<file path="src/rtl/hilo_muldiv_pkg.sv">
// Shared definitions for the HI/LO multiply/divide unit: op-select encodings,
// FSM state encoding, default iteration count and small helper functions.
package hilo_muldiv_pkg;

  // Default number of iterations (one operand bit per cycle)
  localparam int HILO_ITER = 32;

  // One-hot mul_control encodings produced by the decoder
  localparam logic [3:0] mult_mc  = 4'b0001;
  localparam logic [3:0] multu_mc = 4'b0010;
  localparam logic [3:0] div_mc   = 4'b0100;
  localparam logic [3:0] divu_mc  = 4'b1000;

  // FSM state encoding
  typedef enum logic [1:0] {
    HILO_IDLE = 2'd0,
    HILO_RUN  = 2'd1,
    HILO_FIX  = 2'd2
  } hilo_state_e;

  // True only for one of the four legal one-hot op selects
  function automatic logic mc_valid(input logic [3:0] mc);
    return (mc == mult_mc) || (mc == multu_mc) ||
           (mc == div_mc)  || (mc == divu_mc);
  endfunction

  // Absolute value of a two's-complement word when neg is set
  function automatic logic [31:0] mag32(input logic [31:0] v, input logic neg);
    return neg ? (~v + 32'd1) : v;
  endfunction

endpackage

</file>
<file path="src/rtl/hilo_muldiv_muldiv_step.sv">
// muldiv_step: one combinational iteration of the iterative mul/div datapath.
// The accumulator is a {hi, lo} register pair:
//   multiply: hi = partial product, lo = remaining multiplier bits,
//             op = multiplicand; one shift-add step, shifting right.
//   divide:   hi = partial remainder, lo = dividend bits / quotient bits,
//             op = divisor; one restoring trial-subtract step, shifting left.
module muldiv_step
  import hilo_muldiv_pkg::*;
(
  input  logic        i_is_div,
  input  logic [31:0] i_hi,
  input  logic [31:0] i_lo,
  input  logic [31:0] i_op,
  output logic [31:0] o_hi,
  output logic [31:0] o_lo
);

  logic [32:0] w_sum;
  logic [32:0] w_shift;
  logic [31:0] w_diff;
  logic        w_ge;

  // Select between the shift-add step and the restoring subtract step
  always_comb begin
    w_sum   = {1'b0, i_hi} + (i_lo[0] ? {1'b0, i_op} : 33'd0);
    w_shift = {i_hi, i_lo[31]};
    w_ge    = (w_shift >= {1'b0, i_op});
    // When w_ge holds the true difference is below 2^32, so the low word is exact
    w_diff  = w_shift[31:0] - i_op;
    o_hi    = w_sum[32:1];
    o_lo    = {w_sum[0], i_lo[31:1]};
    if (i_is_div) begin
      if (w_ge) begin
        o_hi = w_diff;
        o_lo = {i_lo[30:0], 1'b1};
      end else begin
        o_hi = w_shift[31:0];
        o_lo = {i_lo[30:0], 1'b0};
      end
    end
  end

endmodule

</file>
<file path="src/rtl/hilo_muldiv.sv">
// hilo_muldiv: iterative MULT/MULTU/DIV/DIVU unit owning the HI/LO registers.
// Operates on unsigned magnitudes for ITER cycles, then applies sign
// correction in a single FIX cycle and writes HI/LO.
// Optional build macro HILO_FAST_MUL_EN: multiplies use a single-cycle
// multiplier (IDLE->FIX->IDLE); divides stay iterative.
//
// Handshake: an op is accepted at a rising edge where start=1, busy=0 and
// mul_control is one of the four legal one-hot values; any other start is
// dropped. busy stays high while the op is in flight, and done pulses for
// exactly one cycle when the new HI/LO values are visible. start may be
// reasserted in the done cycle. MTHI/MTLO or flush abort an in-flight op
// (no done pulse).
module hilo_muldiv
  import hilo_muldiv_pkg::*;
#(
  parameter int ITER = HILO_ITER
)
(
  input  logic        clk,
  input  logic        rst,
  input  logic        start,
  input  logic [3:0]  mul_control,
  input  logic [31:0] src_a,
  input  logic [31:0] src_b,
  input  logic        hi_wen,
  input  logic        lo_wen,
  input  logic [31:0] wdata,
  input  logic        flush,
  output logic        busy,
  output logic        done,
  output logic [31:0] hi,
  output logic [31:0] lo,
  output logic [1:0]  o_dbg_state
);

  localparam int            CW   = (ITER > 1) ? $clog2(ITER) : 1;
  localparam logic [CW-1:0] LAST = CW'(ITER - 1);

  // Architectural and control registers
  hilo_state_e   r_state;
  logic [CW-1:0] r_cnt;
  logic [31:0]   r_hi;
  logic [31:0]   r_lo;
  logic          r_done;

  // Datapath registers latched at issue
  logic [31:0]   r_acc_hi;
  logic [31:0]   r_acc_lo;
  logic [31:0]   r_op;
  logic [31:0]   r_a_raw;
  logic          r_is_div;
  logic          r_neg_q;
  logic          r_neg_r;
  logic          r_div_zero;
`ifdef HILO_FAST_MUL_EN
  logic          r_fast;
`endif

  // Issue-time decode
  logic          w_launch;
  logic          w_is_div;
  logic          w_signed;
  logic          w_a_neg;
  logic          w_b_neg;
  logic [31:0]   w_a_mag;
  logic [31:0]   w_b_mag;

  // Iteration step and writeback values
  logic [31:0]   w_step_hi;
  logic [31:0]   w_step_lo;
  logic [63:0]   w_mag64;
  logic [63:0]   w_prod;
  logic [31:0]   w_quo;
  logic [31:0]   w_rem;
  logic [31:0]   w_res_hi;
  logic [31:0]   w_res_lo;

  assign busy        = (r_state != HILO_IDLE);
  assign done        = r_done;
  assign hi          = r_hi;
  assign lo          = r_lo;
  assign o_dbg_state = r_state;

  // Decode the incoming op and take operand magnitudes for the signed forms
  always_comb begin
    w_launch = start && mc_valid(mul_control) && (r_state == HILO_IDLE);
    w_is_div = mul_control[2] | mul_control[3];
    w_signed = mul_control[0] | mul_control[2];
    w_a_neg  = w_signed & src_a[31];
    w_b_neg  = w_signed & src_b[31];
    w_a_mag  = mag32(src_a, w_a_neg);
    w_b_mag  = mag32(src_b, w_b_neg);
  end

  muldiv_step u_step (
    .i_is_div (r_is_div),
    .i_hi     (r_acc_hi),
    .i_lo     (r_acc_lo),
    .i_op     (r_op),
    .o_hi     (w_step_hi),
    .o_lo     (w_step_lo)
  );

  // Sign-correct the unsigned result into the final HI/LO values
  always_comb begin
`ifdef HILO_FAST_MUL_EN
    w_mag64 = r_fast ? ({32'd0, r_op} * {32'd0, r_acc_lo}) : {r_acc_hi, r_acc_lo};
`else
    w_mag64 = {r_acc_hi, r_acc_lo};
`endif
    w_prod = r_neg_q ? (~w_mag64 + 64'd1) : w_mag64;
    w_quo  = r_neg_q ? (~r_acc_lo + 32'd1) : r_acc_lo;
    w_rem  = r_neg_r ? (~r_acc_hi + 32'd1) : r_acc_hi;
    if (r_is_div) begin
      if (r_div_zero) begin
        // Divide by zero returns the raw dividend and an all-ones quotient
        w_res_hi = r_a_raw;
        w_res_lo = 32'hFFFF_FFFF;
      end else begin
        w_res_hi = w_rem;
        w_res_lo = w_quo;
      end
    end else begin
      w_res_hi = w_prod[63:32];
      w_res_lo = w_prod[31:0];
    end
  end

  // Control FSM, HI/LO registers and iterative datapath
  always_ff @(posedge clk) begin
    if (rst) begin
      r_state    <= HILO_IDLE;
      r_cnt      <= '0;
      r_hi       <= 32'd0;
      r_lo       <= 32'd0;
      r_done     <= 1'b0;
      r_acc_hi   <= 32'd0;
      r_acc_lo   <= 32'd0;
      r_op       <= 32'd0;
      r_a_raw    <= 32'd0;
      r_is_div   <= 1'b0;
      r_neg_q    <= 1'b0;
      r_neg_r    <= 1'b0;
      r_div_zero <= 1'b0;
`ifdef HILO_FAST_MUL_EN
      r_fast     <= 1'b0;
`endif
    end else if (flush) begin
      // Flush wins over everything but reset; HI/LO keep their values
      r_state <= HILO_IDLE;
      r_done  <= 1'b0;
    end else begin
      r_done <= 1'b0;
      if (hi_wen) r_hi <= wdata;
      if (lo_wen) r_lo <= wdata;
      if ((hi_wen || lo_wen) && (r_state != HILO_IDLE)) begin
        // MTHI/MTLO abort an in-flight op; no writeback, no done
        r_state <= HILO_IDLE;
      end else begin
        case (r_state)
          HILO_IDLE: begin
            if (w_launch) begin
              r_cnt      <= '0;
              r_is_div   <= w_is_div;
              r_neg_q    <= w_a_neg ^ w_b_neg;
              r_neg_r    <= w_a_neg;
              r_div_zero <= w_is_div && (src_b == 32'd0);
              r_a_raw    <= src_a;
              r_acc_hi   <= 32'd0;
              r_acc_lo   <= w_is_div ? w_a_mag : w_b_mag;
              r_op       <= w_is_div ? w_b_mag : w_a_mag;
`ifdef HILO_FAST_MUL_EN
              r_fast     <= !w_is_div;
              r_state    <= w_is_div ? HILO_RUN : HILO_FIX;
`else
              r_state    <= HILO_RUN;
`endif
            end
          end
          HILO_RUN: begin
            r_acc_hi <= w_step_hi;
            r_acc_lo <= w_step_lo;
            r_cnt    <= r_cnt + CW'(1);
            if (r_cnt == LAST) r_state <= HILO_FIX;
          end
          HILO_FIX: begin
            r_hi    <= w_res_hi;
            r_lo    <= w_res_lo;
            r_done  <= 1'b1;
            r_state <= HILO_IDLE;
          end
          default: r_state <= HILO_IDLE;
        endcase
      end
    end
  end

endmodule

</file>
<file path="config.mk">
export PLATFORM = sky130hd
export DESIGN_NAME = hilo_muldiv
export DESIGN_NICKNAME = d
export VERILOG_FILES = /design/src/rtl/hilo_muldiv_pkg.sv /design/src/rtl/hilo_muldiv_muldiv_step.sv /design/src/rtl/hilo_muldiv.sv
export SDC_FILE = /design/constraint.sdc
export NUM_CORES = 1
export LEC_CHECK = 0
export CAP_MARGIN = 20
export CORE_MARGIN = 1
export CORE_UTILIZATION = 50
export DETAILED_ROUTE_END_ITERATION = 12
export DONT_BUFFER_PORTS = 1
export PLACE_DENSITY_LB_ADDON = 0.1
export SLEW_MARGIN = 5
export SYNTH_ARGS = -nofsm -noshare
export SYNTH_HDL_FRONTEND = slang
export SYNTH_HIERARCHICAL = 1
export SYNTH_SLANG_ARGS = --single-unit
</file>
<file path="constraint.sdc">
create_clock -name clk -period 4.8 [get_ports clk]
set_input_delay 0.96 -clock clk [delete_from_list [all_inputs] [get_ports clk]]
set_output_delay 0.96 -clock clk [all_outputs]
set_load 0.01 [all_outputs]
</file>
# After elaboration in Yosys (flattened, before gate mapping)
# Index checks and enable logic that the tools add are counted.
dict set report totals {
  regBits 204
  in_bits 106
  output_inout_bits 68
  wordCells 91
}
dict set report classes {
  n_addsub 8
  magnitude_cmp 1
  eq_ne 9
  muxes 32
  bitwise 12
  reduce_logical 16
}
# op n
set ops {}
lappend ops {{$mux W32} 22}
lappend ops {{$add A32 B1 Y32 const B} 4}
lappend ops {{$not A32 Y32} 4}
lappend ops {{$pmux W32 S2} 2}
lappend ops {{$add A64 B1 Y64 const B} 1}
lappend ops {{$mux W64} 1}
lappend ops {{$not A64 Y64} 1}
lappend ops {{$add A32 B33 Y33} 1}
lappend ops {{$ge A33 B32 Y1} 1}
lappend ops {{$logic_not A32 Y1} 1}
lappend ops {{$sub A32 B32 Y32} 1}
lappend ops {{$pmux W5 S2} 1}
lappend ops {{$reduce_and A4 Y1} 2}
lappend ops {{$add A5 B1 Y5 const B} 1}
lappend ops {{$eq A5 B5 Y1 const B} 1}
lappend ops {{$mux W5} 1}
lappend ops {{$eq A4 B1 Y1 const B} 1}
lappend ops {{$eq A4 B2 Y1 const B} 1}
lappend ops {{$eq A4 B3 Y1 const B} 1}
lappend ops {{$eq A4 B4 Y1 const B} 1}
lappend ops {{$logic_and A1 B1 Y1} 4}
lappend ops {{$logic_or A1 B1 Y1} 4}
lappend ops {{$mux W2} 2}
lappend ops {{$ne A2 B2 Y1 const B} 2}
lappend ops {{12 further kinds} 17}

# Logic depth before layout (Yosys ltp)
# Gate-level depths: netlist of the first run.
dict set report logic_depth {
  word_depth 8
  mapped_depth 15
  mapped_depth_nobuf 15
}

# Modules after synthesis
# The synthesis of the first run kept the hierarchy.
# module n_inst cells_per_inst area_each_um2 seq_area_each_um2
set by_module_without_submodules {}
lappend by_module_without_submodules {hilo_muldiv 1 1747 13233.9 4083.9}
lappend by_module_without_submodules {muldiv_step 1 705 4867.2 0.0}

# Worst setup path after synthesis of the first run
# OpenSTA, ideal clock, no wires.
dict set report synth_path {
  path_type {in2reg}
  startpoint {input lo_wen}
  endpoint {register r_lo[12], in the netlist lo[12]}
  setup_time_ns 0.161
  t_arrival_ns 2.980
  required_ns 4.639
  slack_ns 1.659
  stages 6
  n_path_buf 3
  path_cell_list {clkbuf_1 > or4b_2 > clkbuf_1 > clkbuf_1 > nor3_1 > a211oi_1}
}
dict set report synth_between {
  elab_chain_len 3
  word_cells_on_any_way 5
  classes_between {mux: 3; reduce/logical: 2}
}
# element line_no
set synth_lines {}
lappend synth_lines {{start: declaration} hilo_muldiv.sv:26} ;# input logic lo_wen,
lappend synth_lines {{$mux W32 / $logic_or A1 B1 Y1 (equally long branches)} {hilo_muldiv.sv:155, hilo_muldiv.sv:156}}
lappend synth_lines {{$mux W32 / $logic_and A1 B1 Y1 (equally long branches)} {hilo_muldiv.sv:160, hilo_muldiv.sv:156}}
lappend synth_lines {{$mux W32 (*)} hilo_muldiv.sv:156} ;# if ((hi_wen || lo_wen) && (r_state != HILO_IDLE)) begin
lappend synth_lines {{end signal: assignment} hilo_muldiv.sv:155} ;# if (lo_wen) r_lo <= wdata;
lappend synth_lines {{end signal: assignment} hilo_muldiv.sv:188} ;# r_lo <= w_res_lo;
lappend synth_lines {{end: declaration} hilo_muldiv.sv:43} ;# logic [31:0] r_lo;
# Every way passes the cells marked *; elsewhere a longest branch is shown, timed or not.
# A chain may end at the register's enable or synchronous reset.

# Worst setup path in the final report of the first run
dict set report layout_path {
  startpoint {register r_acc_lo[0]}
  endpoint {register r_acc_hi[30]}
}
dict set report layout_between {
  elab_chain_len 4
}
# element line_no
set layout_lines {}
lappend layout_lines {{start: declaration} hilo_muldiv.sv:48} ;# logic [31:0] r_acc_lo;
lappend layout_lines {{start signal: assignment} hilo_muldiv.sv:170} ;# r_acc_lo <= w_is_div ? w_a_mag : w_b_mag;
lappend layout_lines {{start signal: assignment} hilo_muldiv.sv:182} ;# r_acc_lo <= w_step_lo;
lappend layout_lines {{$mux W32} hilo_muldiv_muldiv_step.sv:25} ;# w_sum = {1'b0, i_hi} + (i_lo[0] ? {1'b0, i_op} : 33'd0);
lappend layout_lines {{$add A32 B33 Y33} hilo_muldiv_muldiv_step.sv:25}
lappend layout_lines {{$mux W32} hilo_muldiv_muldiv_step.sv:32} ;# if (i_is_div) begin
lappend layout_lines {{named net w_step_hi[30]} hilo_muldiv.sv:69} ;# logic [31:0] w_step_hi;
lappend layout_lines {{$pmux W32 S2} hilo_muldiv.sv:160} ;# case (r_state)
lappend layout_lines {{end signal: assignment} hilo_muldiv.sv:181} ;# r_acc_hi <= w_step_hi;
lappend layout_lines {{end: declaration} hilo_muldiv.sv:47} ;# logic [31:0] r_acc_hi;
# The timed path passes the listed nets, and every way through them passes these cells.

==> impl_metrics.tcl, run 1 <==
set metrics [dict create \
    hp-class "reg -> reg" \
    gp_congestion 1.04 \
    nets 2529 \
    core-area_um2 35600 \
    synth_seq_cells 204 \
    status "finished clean" \
    wirelength_um 76900 \
    clockBufferDepth 3 \
    fin_total_pwr_uw 5250 \
    vdd_drop_max_uv 268 \
    worst-path-max-fanout 24 \
    drtPass1Iterations 8 \
    timing.final.crit_share_pct 82.7 \
    max-slew-margin-rel_pct 29.2 \
    htree_levels 1 \
    cts_setup_buffers 0 \
    postSynthAreaPerCell_um2 7.38 \
    viasPerCell 6.90 \
    synthFlopType "dfxtp_1" \
    grt_first_pass_wirelength_um 112000 \
    ys_seq_area_share_pct 22.6 \
    powerDensity_nw_per_um2 271 \
    synth-edff-count 0 \
    cp-start-kind "register" \
    finalHoldViolCount 0 \
    cts_num_sinks 204 \
    overflow 0 \
    max_freq_mhz 252 \
    cts_tree "built" \
    ys_types 98 \
    synth-async-reset-ratio_pct 0 \
    drc 0 \
    drt_iter0_drc 2234 \
    numCtsBuffers 26 \
    tightest_slew_ns 1.06 \
    ctsResizeCount 0 \
    cp_data_required_time_ns 5.30 \
    drt.antenna.violating_nets 0 \
    grt_pass1_vias 17600 \
    antenna_found_initial 4 \
    skew_ns 0.0143 \
    yosysWarnings 6 \
    grt_use_total_pct 40.2 \
    dpl.hpwl_um 57700 \
    slew_viol_final 0 \
    placed_cells 2783 \
    crit_arrival_ns 4.47 \
    clk_pin_slew_ns 0.06 \
    fp.dieW_um 192 \
    setup_viol 0 \
    clock_latency_ns 0.56 \
    wire_per_inst_um 27.2 \
    path_class "reg -> reg" \
    switchingPower_uw 1710 \
    p_int_uw 3540 \
    maxCapViolCount 0 \
    fill_cells 3482 \
    p_leak_uw 0.00765 \
    start_util_pct 50.9 \
    p_clk_share_pct 41.2 \
    rows 69 \
    layout.cells.non_filler 2832 \
    syn_nets 2630 \
    cts_hold_buf 0 \
    swShare_pct 32.5 \
    syn_area_um2 18100 \
    p_comb_share_pct 23.1 \
    end_kind "register" \
    die_area_um2 37000 \
    drive_gt1_share_pct 8.90 \
    period_needed_ns 3.97 \
    fin_tns_setup_ns 0 \
    seqPwrFrac_pct 35.7 \
    grt_max_degree 110 \
    via_count 19500 \
    fp.dieH_um 192 \
    root_buffer "clkbuf_16" \
    areaGrowthSynthToFinish_pct 6.95 \
    rsz0062_at_grt "no" \
    synth_cells 2452 \
    io_pins 174 \
    port_buffers 0 \
]
## routing by layer
| metal | global-route usage, % | up-vias | routed length, um |
|---|---|---|---|
| met2 | 57.4 | 1200 | 31500 |
| met5 | 0 | - | 19 |
| met1 | 56.8 | 9278 | 32600 |
| li1 | - | 8880 | - |
| met4 | 15.7 | 2 | 3470 |
| met3 | 10.9 | 176 | 9350 |
## final timing paths
check	to	slack, ns	cells past startpoint	start
setup reg to reg	r_acc_hi[30]	0.83	14	r_acc_lo[0]
hold / removal	r_a_raw[15]	0.45	2	r_a_raw[15]
hold reg to reg	r_a_raw[15]	0.45	2	r_a_raw[15]
setup / recovery	r_acc_hi[30]	0.83	14	r_acc_lo[0]
## stage by stage
stage / hold WS (ns) / worst slack, ns / instance area [um^2] / util (%)
after floorplan: 0.432 / 1.66 / 18100 / -
after global placement: 0.437 / 0.975 / 18400 / 51.8
after detailed placement: 0.439 / 0.917 / 18400 / 51.8
after CTS: 0.447 / 0.914 / 19400 / 54.4
after global routing: 0.471 / 0.608 / 19400 / 54.4
final: 0.450 / 0.832 / 19400 / 54.4
## cell usage after synthesis (all sizes together), types with 7 or more instances
library cell / number / area [um^2]
nand4: 19 / 119
mux2i: 51 / 510
dfxtp: 204 / 4080
a22oi: 56 / 420
buf: 35 / 166
a21o: 48 / 360
o21ai: 139 / 711
o211a: 8 / 80.1
o22ai: 12 / 75.1
xnor2: 77 / 674
a311oi: 7 / 61.3
and3: 20 / 126
nand2b: 19 / 119
a221oi: 30 / 280
o211ai: 25 / 188
a32oi: 10 / 87.6
a31oi: 31 / 215
nor2: 199 / 747
a211oi: 31 / 233
o221ai: 15 / 131
o21bai: 7 / 52.6
a21oi: 236 / 1190
nor2b: 21 / 131
o2111ai: 7 / 61.3
clkbuf: 157 / 589
or4: 24 / 191
o31ai: 45 / 338
nor3: 63 / 342
nor3b: 10 / 75.1
xor2: 97 / 850
nor4: 37 / 253
or3: 31 / 199
a2111oi: 9 / 92.6
o221a: 16 / 180
inv: 76 / 285
o21a: 20 / 150
ha: 70 / 876
or2: 17 / 106
o41ai: 23 / 209
a41oi: 8 / 70.1
mux2: 34 / 383
nand2: 250 / 938
nand3: 49 / 250
and2: 41 / 257
## state kept, by name, summed over array words and instances, names as in the netlist, 2 cells and up
| name | cells |
|---|---|
| hi | 32 |
| r_cnt | 5 |
| o_dbg_state | 2 |
| lo | 32 |
| r_acc_hi | 32 |
| r_acc_lo | 32 |
| r_a_raw | 32 |
| r_op | 32 |
## power by group through the flow
stage / clock network, uW / registers, uW / logic (uW)
final: 2160 / 1870 / 1210
after CTS: 2170 / 1870 / 1170
after global routing: 2230 / 1880 / 1290
after detailed placement: 0 / 1900 / 1170
after floorplan: 0 / 1860 / 899
after global placement: 0 / 1900 / 1160
## layout make-up
cell class              count  area (um^2)  share of cell area (%)
clock buffers              38          747                    3.86
multi-input cells        1979        13000                    67.1
repair buffers             63          483                    2.49
flip-flops and latches    204         4090                    21.1
clock inverters             9          174                   0.898
well taps                 461          577                    2.98
diodes                      1         2.50                  0.0129
inverters                  77          289                    1.49
## placed cells by master, fill, tap and decap left out, types with 16 or more instances in the layout
| cell type | instances |
|---|---|
| mux2_2 | 34 |
| nor2b_1 | 21 |
| o31ai_1 | 45 |
| buf_4 | 61 |
| o21a_1 | 20 |
| o41ai_1 | 22 |
| a21o_1 | 47 |
| nand3_1 | 48 |
| nand4_1 | 19 |
| inv_1 | 75 |
| a21oi_1 | 231 |
| xor2_1 | 97 |
| nand2_1 | 250 |
| nand2b_1 | 19 |
| a22oi_1 | 56 |
| a31oi_1 | 29 |
| and2_1 | 41 |
| ha_1 | 70 |
| and3_1 | 19 |
| o221a_2 | 16 |
| dfxtp_1 | 202 |
| clkbuf_16 | 27 |
| or3_1 | 30 |
| xnor2_1 | 77 |
| or2_2 | 17 |
| nor3_1 | 57 |
| a211oi_1 | 31 |
| o21ai_0 | 133 |
| o211ai_1 | 25 |
| a221oi_1 | 29 |
| nor4_1 | 35 |
| nor2_1 | 198 |
| mux2i_1 | 51 |
| or4_1 | 21 |
## worst max-delay path: stages (launching register included)
cell	delay (ns)
dfxtp_1	0.91
buf_4	0.33
and2_1	0.20
ha_1	0.26
a211oi_1	0.30
o211a_1	0.26
o211a_1	0.24
nor3_1	0.09
o31a_1	0.35
o2111ai_1	0.24
mux2i_1	0.22
a21oi_1	0.08
a211oi_1	0.20
a22oi_1	0.10
nor2_1	0.11
## kinds of logic after synthesis
family / Yosys count / share of synthesized area [%]
compound gates: 827 / 30.9
xor+xnor: 174 / 8.42
fa+ha+maj: 72 / 5.06
buf+inv: 269 / 5.77
flops: 204 / 22.6
mux: 85 / 4.94
simple gates: 821 / 22.4
Note: power is estimated with default switching activity, not from simulation.
==> run 2: changes to the inputs <==
- clock period: 4.8 -> 3.7 ns (I/O delays scaled with it)
==> run 2 against run 1 <==
  * Sequential power is 28% higher
  * Clock power is 23% higher
  * Sequential cell count stayed put
  * Die area stayed put
  * Global-route usage is 1.9 points higher
==> impl_metrics.tcl, run 2 (synthesis gave the netlist of run 1 again) <==
set metrics [dict create \
    clk_pin_slew_ns 0.06 \
    nets 2605 \
    period_needed_ns 3.46 \
    crit_arrival_ns 3.91 \
    cp_cell_sequence "ha_1 > nor2b_1 > o31ai_1 > a21oi_2 > o2111ai_1 > buf_4 > a21boi_2 > o21ai_4 > buf_4 > mux2i_1 > mux2i_1 > a22oi_1 > nor2_1" \
    min_from "rst" \
    cts_num_sinks 204 \
    via_count 20000 \
    areaGrowthSynthToFinish_pct 9.89 \
    dpl.hpwl_um 61700 \
    fin_ws_ns 0.238 \
    ctsResizeCount 0 \
    clock_latency_ns 0.58 \
    io_pins 174 \
    crit_buf_inv 2 \
    drive_gt1_share_pct 12.0 \
    timing.final.crit_share_pct 93.6 \
    multi_input_area_um2 13000 \
    end_kind "register" \
    cp-start-kind "register" \
    fp.dieW_um 192 \
    drc 0 \
    fin_tns_setup_ns 0 \
    skew_ns 0.0243 \
    port_buffers 0 \
    place_ws_ns 0.278 \
    holdWs_ns 0.253 \
    max_freq_mhz 289 \
    fin_total_pwr_uw 6760 \
    grt_pass1_vias 18000 \
    cts_hold_buf 0 \
    slew_viol_final 0 \
    max-slew-margin-rel_pct 32.2 \
    powerDensity_nw_per_um2 340 \
    cts_tree "built" \
    drtPass1Iterations 7 \
    p_leak_uw 0.00801 \
    path_class "reg -> reg" \
    maxCapViolCount 0 \
    slowest_delay_ns 0.49 \
    finalHoldViolCount 0 \
    numCtsBuffers 26 \
    fill_cells 3489 \
    wirelength_um 80300 \
    r2r_slack_ns 0.24 \
    cp_data_required_time_ns 4.15 \
    wire_per_inst_um 27.6 \
    utilization_pct 55.9 \
    gp_congestion 1.01 \
    overflow 0 \
    vdd_drop_max_uv 495 \
    rr_worst_depth 13 \
    layout_commonest_cell "nand2_1" \
    worst-path-max-fanout 10 \
    tightest_slew_ns 1.01 \
    rows 69 \
    critPathTopFamily "compound AO/OA/AOI/OAI gates" \
    drt.antenna.violating_nets 0 \
    final_cell_mix "nand2_1 (250), a21oi_1 (231), dfxtp_1 (201), nor2_1 (198), buf_4 (137)" \
    viasPerCell 6.89 \
    drt_iter0_drc 2802 \
    htree_levels 1 \
    cp.depth 13 \
    crit_slowest_cell "dfxtp_1" \
    hp-class "in -> reg" \
    cts_setup_buffers 0 \
    core-area_um2 35600 \
    start_util_pct 50.9 \
    grt_max_degree 110 \
    grt_first_pass_wirelength_um 117000 \
    clockBufferDepth 3 \
    min_path_cells 1 \
    r2r_start "r_acc_hi[0]" \
    antenna_found_initial 3 \
    fp.dieH_um 192 \
    r2r_end "r_acc_hi[11]" \
    grt_use_total_pct 42.1 \
    status "finished clean" \
    die_area_um2 37000 \
    regArea_um2 4090 \
    setup_viol 0 \
    root_buffer "clkbuf_16" \
    rsz0062_at_grt "no" \
    worstHoldEndpoint "lo[14]" \
]
## run 2: cell types whose count changed in the layout (fill, tap and decap cells not counted), moves of 3 or more
cell and delta:
clkbuf_1 -4, clkinvlp_4 +6, buf_4 +76, bufinv_16 -3
## run 2: metrics by stage
stage / area (um^2) / instances
after floorplan: 18100 / 2452
after global placement: 19000 / 2860
after detailed placement: 19000 / 2860
after CTS: 19900 / 2908
after global routing: 19900 / 2908
final: 19900 / 2909
## run 2: worst max-delay path by stage
stage / slack [ns] / start / end
6_report: 0.24 / r_acc_hi[0] / r_acc_hi[11]
3_5_place_dp: 0.28 / r_acc_lo[0] / r_acc_hi[30]
4_1_cts: 0.26 / r_acc_lo[0] / r_acc_hi[30]
5_1_grt: 0.01 / r_acc_hi[0] / r_acc_hi[31]
2_1_floorplan: 0.58 / r_acc_lo[0] / r_acc_hi[23]
3_3_place_gp: 0.31 / r_acc_lo[0] / r_acc_hi[31]
## run 2: worst reg2reg max path: cells and delay by family, from the launching register on
kind	cells	cell delay, ns
adder cells (fa/ha/maj)	1	0.32
flip-flops	1	0.49
multiplexers	2	0.28
AND/OR/NAND/NOR	2	0.24
AO/OA/AOI/OAI	6	1.57
buffers and inverters	2	0.44
## run 2: area by class of cell
cell class                 instances  area share, %
multi-input combinational       1979           65.3
sequential                       204           20.6
timing repair buffer             139           5.37
clock buffer                      33           3.55
tap                              461           2.90
inverter                          77           1.45
clock inverter                    15          0.799
antenna                            1         0.0126
## run 2: report_power, final
part | switching, uW | internal (uW)
sequential | 118 | 2280
clock | 1160 | 1500
combinational | 1070 | 635
## run 2: routing by layer
layer  vias to the layer above  part of all wire, %  routed length, um  global-route usage (%)
li1                       9023                    -                  -                       -
met1                      9491                   43              34200                    61.3
met2                      1360                   41              32600                    59.6
met4                         0                  3.5               2830                    14.2
met3                       159                   13              10700                    10.3
met5                         -                    0                  0                       0
